<file path="src/rtl/pipe_ctrl_pkg.sv">
// Shared stage indices and FSM encodings for the pipeline stall/flush sequencer.
package pipe_ctrl_pkg;

   localparam int unsigned NUM_STG   = 5;
   localparam int unsigned STG_PC    = 0;
   localparam int unsigned STG_IFID  = 1;
   localparam int unsigned STG_IDEX  = 2;
   localparam int unsigned STG_EXMEM = 3;
   localparam int unsigned STG_MEMWB = 4;

   localparam logic E_RUN  = 1'b0;
   localparam logic E_BUSY = 1'b1;

   localparam logic M_IDLE = 1'b0;
   localparam logic M_WAIT = 1'b1;

endpackage

</file>
<file path="src/rtl/pipe_mem_wait.sv">
// Data-memory wait sequencer: stalls while an access is outstanding, abandons it after MEM_TIMEOUT cycles.
module pipe_mem_wait
   import pipe_ctrl_pkg::*;
#(
   parameter int unsigned MEM_TIMEOUT = 255,
   parameter int unsigned TO_W        = 8
) (
   input  logic clk,
   input  logic rst_n,
   input  logic mem_req,
   input  logic mem_ack,
   output logic mem_stall,
   output logic mem_timeout
);

   logic            state_q, state_d;
   logic [TO_W-1:0] tcnt_q, tcnt_d;

   always_ff @(posedge clk or negedge rst_n) begin
      if (!rst_n) begin
         state_q <= M_IDLE;
         tcnt_q  <= '0;
      end else begin
         state_q <= state_d;
         tcnt_q  <= tcnt_d;
      end
   end

   always_comb begin
      state_d     = state_q;
      tcnt_d      = tcnt_q;
      mem_stall   = 1'b0;
      mem_timeout = 1'b0;
      case (state_q)
         M_IDLE: begin
            if (mem_req && !mem_ack) begin
               mem_stall = 1'b1;
               tcnt_d    = TO_W'(1);
               state_d   = M_WAIT;
            end
         end
         M_WAIT: begin
            if (mem_ack || !mem_req) begin
               state_d = M_IDLE;
            end else if ((MEM_TIMEOUT != 0) && (tcnt_q == TO_W'(MEM_TIMEOUT))) begin
               mem_timeout = 1'b1;
               state_d     = M_IDLE;
            end else begin
               mem_stall = 1'b1;
               tcnt_d    = tcnt_q + TO_W'(1);
            end
         end
         default: state_d = M_IDLE;
      endcase
   end

endmodule

</file>
<file path="src/rtl/pipe_hazard_ctrl.sv">
// Central stall/flush sequencer for the 5-stage pipeline: arbitrates memory waits,
// multi-cycle EX ops, taken branches and load-use stalls into per-register hold/bubble controls.
module pipe_hazard_ctrl
   import pipe_ctrl_pkg::*;
#(
   parameter int unsigned MC_CNT_W    = 6,
   parameter int unsigned MEM_TIMEOUT = 255,
   parameter int unsigned TO_W        = 8
) (
   input  logic                clk,
   input  logic                rst_n,
   input  logic                id_stallreq,
   input  logic                ex_mc_op,
   input  logic [MC_CNT_W-1:0] ex_mc_cycles,
   input  logic                ex_branch_taken,
   input  logic [31:0]         ex_branch_target,
   input  logic                mem_req,
   input  logic                mem_ack,
   output logic [4:0]          stall,
   output logic [4:0]          flush,
   output logic                pc_redirect,
   output logic [31:0]         pc_target,
   output logic                ex_busy,
   output logic                mem_timeout
);

   logic mem_stall, mem_tout;

   pipe_mem_wait #(
      .MEM_TIMEOUT (MEM_TIMEOUT),
      .TO_W        (TO_W)
   ) u_mem_wait (
      .clk         (clk),
      .rst_n       (rst_n),
      .mem_req     (mem_req),
      .mem_ack     (mem_ack),
      .mem_stall   (mem_stall),
      .mem_timeout (mem_tout)
   );

   logic                e_state_q, e_state_d;
   logic [MC_CNT_W-1:0] cnt_q, cnt_d;
   logic                mc_done_q, mc_done_d;
   logic                ex_stall;

   always_ff @(posedge clk or negedge rst_n) begin
      if (!rst_n) begin
         e_state_q <= E_RUN;
         cnt_q     <= '0;
         mc_done_q <= 1'b0;
      end else begin
         e_state_q <= e_state_d;
         cnt_q     <= cnt_d;
         mc_done_q <= mc_done_d;
      end
   end

   // mc_done blocks a restart until EX/MEM actually captures the op's result
   always_comb begin
      e_state_d = e_state_q;
      cnt_d     = cnt_q;
      mc_done_d = mc_done_q;
      ex_stall  = 1'b0;
      case (e_state_q)
         E_RUN: begin
            if (ex_mc_op && !mc_done_q && (ex_mc_cycles != '0)) begin
               ex_stall = 1'b1;
               if (ex_mc_cycles == MC_CNT_W'(1)) begin
                  mc_done_d = 1'b1;
               end else begin
                  cnt_d     = ex_mc_cycles - MC_CNT_W'(1);
                  e_state_d = E_BUSY;
               end
            end else if (!mem_stall) begin
               mc_done_d = 1'b0;
            end
         end
         E_BUSY: begin
            ex_stall = 1'b1;
            cnt_d    = cnt_q - MC_CNT_W'(1);
            if (cnt_q == MC_CNT_W'(1)) begin
               mc_done_d = 1'b1;
               e_state_d = E_RUN;
            end
         end
         default: e_state_d = E_RUN;
      endcase
   end

   logic [NUM_STG-1:0] stall_c, flush_c;
   logic               redirect_c;

   always_comb begin
      stall_c    = '0;
      flush_c    = '0;
      redirect_c = 1'b0;
      if (mem_stall) begin
         stall_c[STG_EXMEM:STG_PC] = '1;
         flush_c[STG_MEMWB]        = 1'b1;
      end else if (ex_stall) begin
         stall_c[STG_IDEX:STG_PC] = '1;
         flush_c[STG_EXMEM]       = 1'b1;
      end else if (ex_branch_taken) begin
         redirect_c                 = 1'b1;
         flush_c[STG_IDEX:STG_IFID] = '1;
      end else if (id_stallreq) begin
         stall_c[STG_IFID:STG_PC] = '1;
         flush_c[STG_IDEX]        = 1'b1;
      end
   end

   assign stall       = rst_n ? stall_c : '0;
   assign flush       = rst_n ? flush_c : '0;
   assign pc_redirect = rst_n & redirect_c;
   assign mem_timeout = rst_n & mem_tout;
   assign pc_target   = ex_branch_target;
   assign ex_busy     = (e_state_q == E_BUSY);

endmodule
</file>
<file path="config.mk">
export PLATFORM = sky130hd
export DESIGN_NAME = pipe_hazard_ctrl
export DESIGN_NICKNAME = d
export VERILOG_FILES = /design/src/rtl/pipe_ctrl_pkg.sv /design/src/rtl/pipe_mem_wait.sv /design/src/rtl/pipe_hazard_ctrl.sv
export SDC_FILE = /design/constraint.sdc
export NUM_CORES = 1
export LEC_CHECK = 0
export CORE_MARGIN = 4
export CORE_UTILIZATION = 40
export DETAILED_ROUTE_END_ITERATION = 16
export GPL_TIMING_DRIVEN = 1
export HOLD_SLACK_MARGIN = 0.05
export PLACE_DENSITY = 0.87
export SLEW_MARGIN = 20
export SYNTH_ARGS = -nofsm -noshare
export SYNTH_HDL_FRONTEND = slang
export SYNTH_SLANG_ARGS = --single-unit
</file>
<file path="constraint.sdc">
create_clock -name clk -period 5 [get_ports clk]
set_input_delay 1 -clock clk [delete_from_list [all_inputs] [get_ports clk]]
set_output_delay 1 -clock clk [all_outputs]
set_load 0.005 [all_outputs]
</file>
# --- Word level (Yosys, flattened, before mapping) ---
# Index checks and enable logic that the tools add are counted.
classes:
  n_addsub: 3
  eq_ne: 11
  muxes: 40
  bitwise_logic: 4
  reduce_logical: 11
op_table:
  columns: ["op", "n"]
  rows:
  - ["two-way mux 8 bit", 3]
  - ["two-way mux 1 bit", 21]
  - ["case mux 8 bit (2 select lines)", 1]
  - ["equality test 6 x 1 -> 1 bit (second input constant)", 2]
  - ["two-way mux 6 bit", 2]
  - ["case mux 6 bit (2 select lines)", 1]
  - ["subtractor 6 x 1 -> 6 bit (second input constant)", 2]
  - ["adder 8 x 1 -> 8 bit (second input constant)", 1]
  - ["equality test 8 bit (second input constant)", 1]
  - ["two-way mux 2 bit", 4]
  - ["!= test 2 bit (second input constant)", 4]
  - ["case mux 1 bit (2 select lines)", 4]
  - ["two-way mux 3 bit", 2]
  - ["!= test 3 bit (second input constant)", 2]
  - ["AND reduction 3 bit", 2]
  - ["nonzero test 6 bit", 1]
  - ["two-way mux 5 bit", 1]
  - ["two-way mux 4 bit", 1]
  - ["!= test 2 x 1 -> 1 bit (second input constant)", 2]
  - ["logical AND 1 bit", 3]
  - ["logical NOT 1 bit", 3]
  - ["bitwise AND 1 bit", 2]
  - ["NOT 1 bit", 2]
  - ["AND reduction 2 bit", 1]
  - ["logical OR 1 bit", 1]
word_totals:
  reg_bits: 17
  input_bits: 45
  output_inout_bits: 45
  wordCells: 74

# --- Depth between registers and ports, before layout ---
depth:
  word_depth: 8
  ltp_mapped: 7
  mapped_depth_nobuf: 6

# --- By module ---
# A second synthesis with hierarchy kept.
unflattened:
  cells_unflattened: 171
  hier_area_um2: 1520.2
modules_own_cells:
  columns: ["module", "n_inst", "cells_each", "area_each_um2", "seq_area_each_um2"]
  rows:
  - ["pipe_hazard_ctrl", 1, 114, 962.2, 200.2]
  - ["pipe_mem_wait", 1, 57, 558.0, 225.2]

# --- Worst setup path before layout ---
# No wires, ideal clock.
synth_path:
  path_kind: "input port to output port"
  start: "in ex_mc_cycles[1]"
  end: "out stall[1]"
  arrival_ps: 2201
  required_time_ps: 4000
  slack_ps: 1799
  path_stages: 7
  path_buffers: 1
  cell_sequence: "inv_1 -> ha_1 -> nor3b_1 -> a2bb2oi_1 -> nand2b_1 -> o21a_1 -> buf_4"
synth_between:
  elab_chain_cells: 7
synth_rtl:
  columns: ["element", "line_no", "text"]
  rows:
  - ["from (decl)", "pipe_hazard_ctrl.sv:14", "input logic [MC_CNT_W-1:0] ex_mc_cycles,"]
  - ["nonzero test 6 bit", "pipe_hazard_ctrl.sv:66", "if (ex_mc_op && !mc_done_q && (ex_mc_cycles != '0)) begin"]
  - ["logical AND 1 bit", "pipe_hazard_ctrl.sv:66", null]
  - ["two-way mux 1 bit", "pipe_hazard_ctrl.sv:66", null]
  - ["case mux 1 bit (2 select lines)", "pipe_hazard_ctrl.sv:64", "case (e_state_q)"]
  - ["two-way mux 2 bit", "pipe_hazard_ctrl.sv:100", "end else if (ex_stall) begin"]
  - ["two-way mux 3 bit", "pipe_hazard_ctrl.sv:97", "if (mem_stall) begin"]
  - ["two-way mux 4 bit", "pipe_hazard_ctrl.sv:112", "assign stall = rst_n ? stall_c : '0;"]
  - ["to (decl)", "pipe_hazard_ctrl.sv:19", "output logic [4:0] stall,"]
# No other way between the ends.

# --- Worst setup path in the final report ---
layout_path:
  start: "in ex_mc_cycles[0]"
  end: "out flush[1]"
layout_between:
  elab_chain_cells: 7
layout_rtl:
  columns: ["element", "line_no", "text"]
  rows:
  - ["nonzero test 6 bit", "pipe_hazard_ctrl.sv:66", null]
  - ["logical AND 1 bit", "pipe_hazard_ctrl.sv:66", null]
  - ["two-way mux 1 bit", "pipe_hazard_ctrl.sv:66", null]
  - ["case mux 1 bit (2 select lines)", "pipe_hazard_ctrl.sv:64", null]
  - ["two-way mux 2 bit", "pipe_hazard_ctrl.sv:100", null]
  - ["two-way mux 3 bit", "pipe_hazard_ctrl.sv:97", null]
  - ["two-way mux 5 bit", "pipe_hazard_ctrl.sv:113", "assign flush = rst_n ? flush_c : '0;"]
  - ["to (decl)", "pipe_hazard_ctrl.sv:20", "output logic [4:0] flush,"]
# No other way between the ends.

==> reports/metrics.yaml <==
status:
  status: "finished clean"
cells_and_area:
  area_growth_pct: 2.389
  final_nets: 201
  stdcell_area_sq_um: 1448
  drive_gt1_frac: 0.06000
  antennaDiodeCount: 0
setup_path:
  crit_fanout: 4
  rrSetupSlack_ns: 3.03
  reg2reg_depth: 4
  r2r-end: "mc_done_q$_DFFE_PN0P_"
  timing.rr.start: "u_mem_wait.tcnt_q[3]$_DFFE_PN0P_"
  endpoint: "flush[1]"
  criticalPathCategory: "input port to output pin"
  crit_path_end_kind: "output pin"
  arrival_ns: 3.16
  crit_start: "ex_mc_cycles[0]"
  critPathRequiredTime_ns: 4.00
  startpoint_type: "input port"
synthesis:
  synth.area.top_cells: "dfrtp_1 (30%), buf_4 (20%), ha_1 (4.4%), xor2_1 (3.7%), mux2i_1 (3.5%)"
  yosysUniqueCellTypes: 43
  yosysSeqAreaShare: 0.3009
  synthCells: 161
  synth_seq_cells: 17
  async_reset_ff_frac: 1.000
  postSynthAreaPerCell_sq_um: 8.782
  yosysTopAreaCell: "dfrtp_1"
  dominantRegCellSynth: "dfrtp_1"
  synth-edff-count: 0
  yosys.area.top_type_share: 0.3009
  synthesis.area_sq_um: 1414
  synth_warnings: 0
drt:
  routed_via_density: 5.230
  drt_wl_total_um: 2513
  drcViolationCount: 0
  vias: 1025
  wl_per_cell_um: 12.82
  first_pass_iters: 4
  drt-initial-drc-count: 23
  ant_nets: 0
place:
  port-buffer-count: 23
  dpl-instance-area_sq_um: 1421
  gp_congestion: 0.7954
  pre_cts_ws_ns: 0.8190
  dp_hpwl_um: 1919
timing:
  layout_min_cycle_time_ns: 4.159
  whs_ns: 0.5089
  setup_tns_ns: 0
  setup_viol: 0
  hold_viol_final: 0
  fmax_ghz: 0.2404
  slew_headroom: 0.3586
  fin_ws_ns: 0.8408
  rsz0062_at_grt: "false"
  skew_ns: 0.007627
  fin_crit_sh: 0.8318
  slew_violations: 0
  worst_pin_slew_ns: 0.9556
floorplanning:
  pin_count: 90
  rows: 21
  dieArea_sq_um: 4550
  dieHeight_um: 67.45
  die_x_um: 67.45
  initial_core_util: 0.4204
  fp.coreArea_sq_um: 3363
grt:
  met1_usage: 0.1418
  use_met3: 0.03161
  antenna_found_initial: 0
  grt_usage: 0.1152
  top_usage_layer: "met2"
  grt_max_degree: 21
  grt-ovfl-total: 0
  grt_util_met2: 0.1890
  grt_pass1_vias: 911
  grt_pass1_wl_um: 4043
cts:
  clkTransAtPathRegs_ns: 0.10
  cts_setup_buffers: 0
  htreeDepth: 1
  cts_sinks: 17
  cts_tree: "done"
  clk-insertion-delay-late_ns: 0.29
  hold_buffers: 0
  cts-root-buf: "clkbuf_4"
  cts_max_path_buffers: 2
  cts_made_buffers: 3
  ctsResizeCount: 0
job:
  drv_cap: 0
hold_path:
  whs_path_depth: 1
  hp-class: "flop to flop"
  hold_start: "u_mem_wait.tcnt_q[0]$_DFFE_PN0P_"
power_and_ir_drop:
  p_sw_frac: 0.3683
  p_switching_mw: 0.1870
  power_mw: 0.5076
  p_leak_nw: 0.6126
  p_clk_frac: 0.144
  irDropWorstVdd_mv: 0.1360
  seqPwrFrac: 0.443
  pwr-share-comb: 0.412
  internal_power_mw: 0.3206
  p_per_area_nw_per_um2: 350.6
routing by layer:
layer | vias up | wire, um
met2 | 38 | 1143
met3 | 10 | 188
met4 | 0 | 51
li1 | 502 | -
met5 | - | 0
met1 | 475 | 1131
state kept, by name, indices dropped and copies added, names as in the netlist:
register	count
cnt_q	6
ex_busy	1
u_mem_wait.tcnt_q	8
u_mem_wait.state_q	1
mc_done_q	1
final cells by class:
| type | instances | area (sq um) |
|---|---|---|
| clock buffer | 4 | 26.28 |
| fill | 355 | 1916 |
| multi-input combinational | 97 | 670.6 |
| tap | 46 | 57.56 |
| sequential | 17 | 425.4 |
| timing repair buffer | 24 | 237.7 |
| inverter | 8 | 30.03 |
critical path: stages:
cell	delay, ns
clkdlybuf4s50_1	0.45
inv_1	0.08
ha_1	0.19
nor3b_1	0.38
a2bb2oi_1	0.15
nand2b_1	0.21
nor2_1	0.19
clkdlybuf4s50_1	0.52
through the flow:
stage	cells	util
2_1_floorplan	162	-
3_3_place_gp	192	0.4226
3_5_place_dp	192	0.4226
4_1_cts	196	0.4304
5_1_grt	196	0.4304
6_report	196	0.4304
layout by cell type (no fill, tap or decap), drive strengths merged, types with 5 or more instances in the layout:
master         count
nor2               8
clkdlybuf4s50     23
o21ai             11
nand2              9
or3                5
xor2               6
inv                8
ha                 5
dfrtp             17
a21oi              5
mux2i              5
cell families after synthesis:
family,count (synthesis),synth area share
buffers and inverters,48,0.2274
and+or+nand+nor,47,0.1885
AOI/OAI and AO/OA,29,0.1434
DFF,17,0.3009
xor gates and xnor gates,8,0.04956
muxes,6,0.04336
adders and majority gates,5,0.04425
other,1,0.002652
how the worst min path moves through the flow:
stage / to / slack, ns
floorplan: u_mem_wait.tcnt_q[0]$_DFFE_PN0P_ / 0.48
global placement: u_mem_wait.tcnt_q[0]$_DFFE_PN0P_ / 0.49
detailed placement: u_mem_wait.tcnt_q[0]$_DFFE_PN0P_ / 0.50
CTS: u_mem_wait.tcnt_q[0]$_DFFE_PN0P_ / 0.52
global route: u_mem_wait.tcnt_q[0]$_DFFE_PN0P_ / 0.55
finish: u_mem_wait.tcnt_q[0]$_DFFE_PN0P_ / 0.51
power by group through the flow:
stage,logic [mW],registers (mW),clock network [mW]
detailed placement,0.211,0.228,0
CTS,0.214,0.226,0.0764
global placement,0.204,0.227,0
finish,0.209,0.225,0.0733
floorplan,0.186,0.204,0
global route,0.242,0.234,0.0825
synthesized netlist by cell type (2+ instances only):
library cell	number
and2_1	2
nor3b_1	3
buf_4	37
a21oi_1	5
buf_2	2
nor2_1	8
nand2b_1	2
ha_1	5
xor2_1	6
o31ai_1	3
nor2b_1	4
nand4_1	3
nor3_1	2
dfrtp_1	17
a211oi_1	2
xnor2_1	2
nand2_1	9
or4_1	3
inv_1	8
or3_1	4
o21ai_0	8
mux2i_1	5
Note: power is estimated with default switching activity, not from simulation.
==> RTL edit 1: new RTL, same settings <==
`TO_W` is set to 8 in 2 places; all go to 6.
--- a/src/rtl/pipe_mem_wait.sv
+++ b/src/rtl/pipe_mem_wait.sv
@@ -3,7 +3,7 @@
    import pipe_ctrl_pkg::*;
 #(
    parameter int unsigned MEM_TIMEOUT = 255,
-   parameter int unsigned TO_W        = 8
+   parameter int unsigned TO_W        = 6
 ) (
    input  logic clk,
    input  logic rst_n,
--- a/src/rtl/pipe_hazard_ctrl.sv
+++ b/src/rtl/pipe_hazard_ctrl.sv
@@ -5,7 +5,7 @@
 #(
    parameter int unsigned MC_CNT_W    = 6,
    parameter int unsigned MEM_TIMEOUT = 255,
-   parameter int unsigned TO_W        = 8
+   parameter int unsigned TO_W        = 6
 ) (
    input  logic                clk,
    input  logic                rst_n,
Formal check against the unedited RTL: same outputs for any inputs over 10 cycles, from zero or initial values and one cycle with rst_n low; that may be too few to reach the edited logic, so the function may still have changed.
==> RTL edit 1 against the unedited design <==
- maximum frequency barely moved
- area after synthesis fell by 3.6%
- largest power group is now combinational logic
- setup slack improved by 1.6 ps
- critical path depth did not move
- sequential cell count fell by 2
- routed wire length fell by 7.6%
- non-clock buffer count did not move
- total power fell by 5.2%
- sequential power fell by 8.9%
- synthesized cell count fell by 4.3%
- utilization rose by 1.1 points
- count of clock-buffer cells in the layout did not move
- worst hold slack improved by 20 ps
- final area fell by 3.8%
==> RTL edit 1: results (changes against the unedited design) <==
** Yosys
- Leading post-synthesis cells by cell area :: dfrtp_1 28%, buf_4 20%, ha_1 4.6%, a21oi_1 3.7%, mux2i_1 3.7%
- Fraction of registers with async set or reset after synthesis :: 100% (unchanged)
- Post-synth cell types :: 41 (-4.7%)
- The part of the Yosys area used for sequential elements is 27.5% (-2.5 points).
- Among all flip-flop cells after synthesis, the most frequent one is dfrtp_1.
- In the synthesized netlist, the cells that appear most often are 37 x buf_4, 15 x dfrtp_1, 10 x a21oi_1, 10 x nand2_1.

** Placed design
- Final weighted congestion of routability-driven global placement :: 0.835 (+5.0%)
- The post-detailed-placement half-perimeter wirelength is 1.81 mm (-5.5%).

** Global route
- Initial antenna violation count :: 0 (unchanged)
- The number of global-route vias before repair is 904 (-0.77%).
- The largest net degree at the start of global routing came to 20 (-4.8%).
- GRT Total Usage :: 11.2% (-0.30 points)
- The wire length of the first global-routing pass was 3.78 mm (-6.5%).

** Finish
- The largest registers in the layout are cnt_q x6, u_mem_wait.tcnt_q x6.
- Number of antenna repair diodes :: 0 (unchanged)
- Fraction of final layout cells sized beyond drive strength 1 :: 9.86% (+3.9 points)
- The final net count was 193 (-4.0%).

** Drt
- Detail Route met3 WL :: 216 µm (+15%)
- Iter 0 DRT Violations :: 36 (+57%)
- The detailed route wirelength on metal2 came to 1.10 mm (-4.2%).
- The total via count in the routed design came to 933 (-9.0%).
- The met1 layer wirelength in the final routing came to 992 µm (-12%).
- The wire length per cell after detailed routing came to 12.5 µm (-2.6%).

** Worst setup path
- The reg2reg setup slack was 3430 ps (+400 ps).
- Critical Path Fanout Max :: 4 (unchanged)
- Reg2Reg Depth :: 5 (+1)
- End of the worst register-to-register path :: u_mem_wait.tcnt_q[1]$_DFFE_PN0P_
- Tracing the worst setup path back leads to its startpoint at ex_mc_cycles[0].
- In this run the critical register-to-register path is launched from u_mem_wait.tcnt_q[0]$_DFFE_PN0P_.
- Worst setup path endpoint :: flush[1]

** Power and ir drop
- Peak VDD IR :: 0.000105 V (-23%)
- The total leakage power was 0.000586 µW (-4.3%).

** Clock network
- The clock-pin slew on the worst setup and hold paths is 80 ps (-20 ps).
- CTS HTree Levels :: 1 (unchanged)
- Cts repair resizes :: 0 (unchanged)

** Timing
- The largest clock skew in the final design was 1.38 ps (-6.25 ps).
- The slew at the pin with the worst max-slew slack came to 591 ps (-365 ps).

** Status
- The flow ran to the end, and the final reports show no timing, DRC or antenna violations.
[RTL edit 1: worst min-delay path by stage]
stage                          start                    end  slack (ps)  depth (start not counted)
2_1_floorplan  mc_done_q$_DFFE_PN0P_  mc_done_q$_DFFE_PN0P_         460                          2
6_report       mc_done_q$_DFFE_PN0P_  mc_done_q$_DFFE_PN0P_         530                          2
4_1_cts        mc_done_q$_DFFE_PN0P_  mc_done_q$_DFFE_PN0P_         530                          2
3_3_place_gp   mc_done_q$_DFFE_PN0P_  mc_done_q$_DFFE_PN0P_         500                          2
5_1_grt        mc_done_q$_DFFE_PN0P_  mc_done_q$_DFFE_PN0P_         570                          2
3_5_place_dp   mc_done_q$_DFFE_PN0P_  mc_done_q$_DFFE_PN0P_         510                          2
[RTL edit 1: kinds of logic after synthesis]
group / share of synthesized area, %
buffers and inverters: 22.9
and+or+nand+nor: 18.3
AOI/OAI and AO/OA: 16.3
DFF: 27.5
xor gates and xnor gates: 4.50
muxes: 5.60
adders and majority gates: 4.59
other: 0.275
[RTL edit 1: per-layer routing]
layer  GRT usage [%]  vias to the layer above
met5               0                        -
met4            4.06                        0
met3            5.27                        4
met2            18.5                       25
met1            12.6                      436
li1                -                      468
[RTL edit 1: power by group]
group          switching, µW  internal (µW)
clock                   37.4           31.0
combinational           95.8            112
sequential              46.0            159
[RTL edit 1: per-stage QoR]
step	area [µm²]	std cells	total power, µW	setup slack, ps	hold WS [ps]
after detailed placement	1370	182	418	835	511
after CTS	1390	186	488	824	531
after global routing	1390	186	522	690	574
after floorplan	1370	155	375	1870	465
final	1390	186	481	842	529
after global placement	1370	182	408	905	498
[RTL edit 1: area by class of cell]
cell class                 instances  area [µm²]
fill                             308        1760
tap                               44        55.1
inverter                           5        18.8
clock buffer                       4        26.3
multi-input combinational         94         679
sequential                        15         375
timing repair buffer              24         238
[RTL edit 1: worst max-delay path, stage by stage]
cell and delay [ps]:
clkdlybuf4s50_1 450, inv_1 80, ha_1 190, nor3b_1 330, a21oi_1 160, nor3_2 220
and3_1 210, clkdlybuf4s50_1 510
==> RTL edit 2: new RTL, same flow settings <==
Without the edit above. Register the output `pc_redirect`; this adds one clock of latency there. The other outputs are not delayed to match.
--- a/src/rtl/pipe_hazard_ctrl.sv
+++ b/src/rtl/pipe_hazard_ctrl.sv
@@ -111,7 +111,9 @@
 
    assign stall       = rst_n ? stall_c : '0;
    assign flush       = rst_n ? flush_c : '0;
-   assign pc_redirect = rst_n & redirect_c;
+   always_ff @(posedge clk) begin
+      pc_redirect <= rst_n & redirect_c;
+   end
    assign mem_timeout = rst_n & mem_tout;
    assign pc_target   = ex_branch_target;
    assign ex_busy     = (e_state_q == E_BUSY);
Function: changed (a bounded check fails within 4 cycles, from zero or initial values and one cycle with rst_n low).
==> RTL edit 2 against the unedited design <==
- sequential power increased by 6%
- sequential share of layout area rose by 1.1 points
- sequential cell count up 1
- utilization is 0.37 points higher
- non-clock buffer count is 1 higher
- routed wire length is 1.1% higher
- final area rose by 0.86%
- area after synthesis down 1.2%
- maximum frequency down 4.3%
- total power increased by 8.1%
- setup slack lost 190 ps
- critical path type unchanged
- critical endpoint unchanged
- largest cell class unchanged
==> RTL edit 2: results (changes against the unedited design) <==
** Global route
- Vias in the first global route :: 981 (+7.7%)
- The largest net degree at the start of global routing is 19 (-9.5%).
- Initial antenna violation count :: 0 (unchanged)
- Wire length of the first global-routing pass :: 4.27 mm (+5.6%)
- GRT Total Usage :: 12.2% (+0.66 points)

** Drt
- Iter 0 DRT Violations :: 48 (+110%)
- Number of vias in the routed layout :: 1056 (+3.0%)
- First-pass iteration count of the detailed router :: 6 (+2)
- The wire length reported by the detailed router came to 2.54 mm (+1.1%).

** Yosys
- The number of distinct library cell variants in the gate-level netlist after synthesis is 40 (-7.0%).
- In the post-synthesis netlist, the biggest area contributors are dfrtp_1 30%, buf_4 19%, ha_1 4.5%, o21ai_0 3.2%, nand2_1 3.2%.
- Share of synthesized area occupied by flip-flops and latches :: 31.9% (+1.8 points)
- Area share of the leading cell type in the synthesized netlist :: 30.5% (+0.38 points)
- Synth warnings :: 0 (unchanged)
- Fraction of registers with async set or reset after synthesis :: 94.4% (-5.6 points)
- The commonest cells after synthesis are 36 x buf_4, 17 x dfrtp_1, 12 x nand2_1, 10 x inv_1, 9 x o21ai_0.

** Worst setup path
- End of the worst register-to-register path :: u_mem_wait.tcnt_q[7]$_DFFE_PN0P_
- The maximum fanout along the worst path is 5 (+1).
- Reg-to-reg startpoint :: u_mem_wait.tcnt_q[0]$_DFFE_PN0P_
- Flop-to-flop setup slack :: 3130 ps (+100 ps)
- Arrival time reported for the critical path endpoint :: 3350 ps (+190 ps)
- The length in cells of the worst reg-to-reg path came to 6 (+2).

** Placed design
- The post-detailed-placement half-perimeter wirelength came to 1.91 mm (-0.72%).
- Final weighted congestion of routability-driven global placement :: 0.859 (+8.0%)

** Hold path
- The path with the worst hold slack has its endpoint at mc_done_q$_DFFE_PN0P_.
- Start point of the worst hold path :: mc_done_q$_DFFE_PN0P_

** Floorplan
- The area of the die is 4500 µm² (-1.1%).

** Clock network
- Count of hold-fix buffers inserted at cts :: 0 (unchanged)
- Clock Path Buffers :: 2 (unchanged)
- The H-tree depth reported by CTS is 1 (unchanged).
- The insertion delay to the later sink of the worst-skew pair was 290 ps (about the same).
- Clock tree root buffer cell :: clkbuf_4

** Finish
- The final net count is 204 (+1.5%).
- The number of flip-flops in the largest register came to 8 (unchanged).
- The share of post-route cells with drive strength above 1 is 7.84% (+1.8 points).
- Filler instances :: 358 (+0.85%)
- Biggest registers after layout :: u_mem_wait.tcnt_q x8, cnt_q x6

** Power and ir drop
- Peak VDD IR :: 0.000199 V (+46%)
- Total leakage power :: 0.000606 µW (-1.0%)

** Status
- The flow ran to the end, and the final reports show no timing, DRC or antenna violations.

** Timing
- The largest clock skew in the final design was 1.82 ps (-5.81 ps).
==> RTL edit 2: changes by cell type after synthesis, sizes merged, moves of 3 or more <==
cell / change
nor3: +3
nand3: +4
nor2: -3
nand2: +3
==> RTL edit 2: cell type report <==
| cell class | count | area, µm² | area share, % |
|---|---|---|---|
| clock buffers | 4 | 36.3 | 2.49 |
| flip-flops and latches | 18 | 445 | 30.5 |
| well taps | 46 | 57.6 | 3.94 |
| multi-input cells | 96 | 638 | 43.7 |
| inverters | 10 | 37.5 | 2.57 |
| repair buffers | 25 | 245 | 16.8 |
==> RTL edit 2: cell families (layout without fill, tap and decap cells) <==
kind of cell | after synthesis | count (layout) | share of synthesized area (%)
and+or+nand+nor | 49 | 49 | 19.2
buffers and inverters | 48 | 39 | 22.7
AOI/OAI and AO/OA | 29 | 29 | 13.7
DFF | 18 | 18 | 31.9
xor gates and xnor gates | 6 | 6 | 3.76
adders and majority gates | 5 | 5 | 4.48
muxes | 5 | 5 | 4.03
other | 1 | 2 | 0.269
==> RTL edit 2: critical path, stage by stage <==
cell             delay [ps]
clkdlybuf4s50_1         480
or4_4                   600
o22ai_1                 350
nand2_1                 150
nor3_1                  210
clkdlybuf4s50_1         550
==> RTL edit 2: worst max path at each step <==
stage | startpoint | to | slack, ps
2_1_floorplan | ex_mc_cycles[2] | flush[2] | 1840
3_3_place_gp | ex_mc_cycles[2] | flush[1] | 720
3_5_place_dp | ex_mc_cycles[2] | flush[2] | 660
4_1_cts | ex_mc_cycles[2] | flush[1] | 650
5_1_grt | ex_mc_cycles[2] | flush[1] | 510
6_report | ex_mc_cycles[2] | flush[1] | 650
==> RTL edit 2: metal layers <==
metal	GRT usage [%]	routed length [µm]	share of wire, %
met1	15.8	1190	47
met3	2.19	139	5.5
met2	19.3	1160	46
met4	5.82	51	2.0
met5	0	0	0
==> RTL edit 2: power by group <==
| group | total (µW) | internal, µW | switching, µW |
|---|---|---|---|
| Combinational | 218 | 118 | 99.6 |
| Clock | 92.4 | 44.4 | 48.1 |
| Sequential | 238 | 187 | 50.9 |
==> RTL edit 2: metrics by stage <==
stage          cell area, µm²  setup WS, ps  hold slack [ps]  cells
2_1_floorplan            1400          1840              457    162
3_3_place_gp             1420           720              482    195
3_5_place_dp             1420           665              484    195
4_1_cts                  1460           650              508    199
5_1_grt                  1460           506              549    199
6_report                 1460           653              508    199
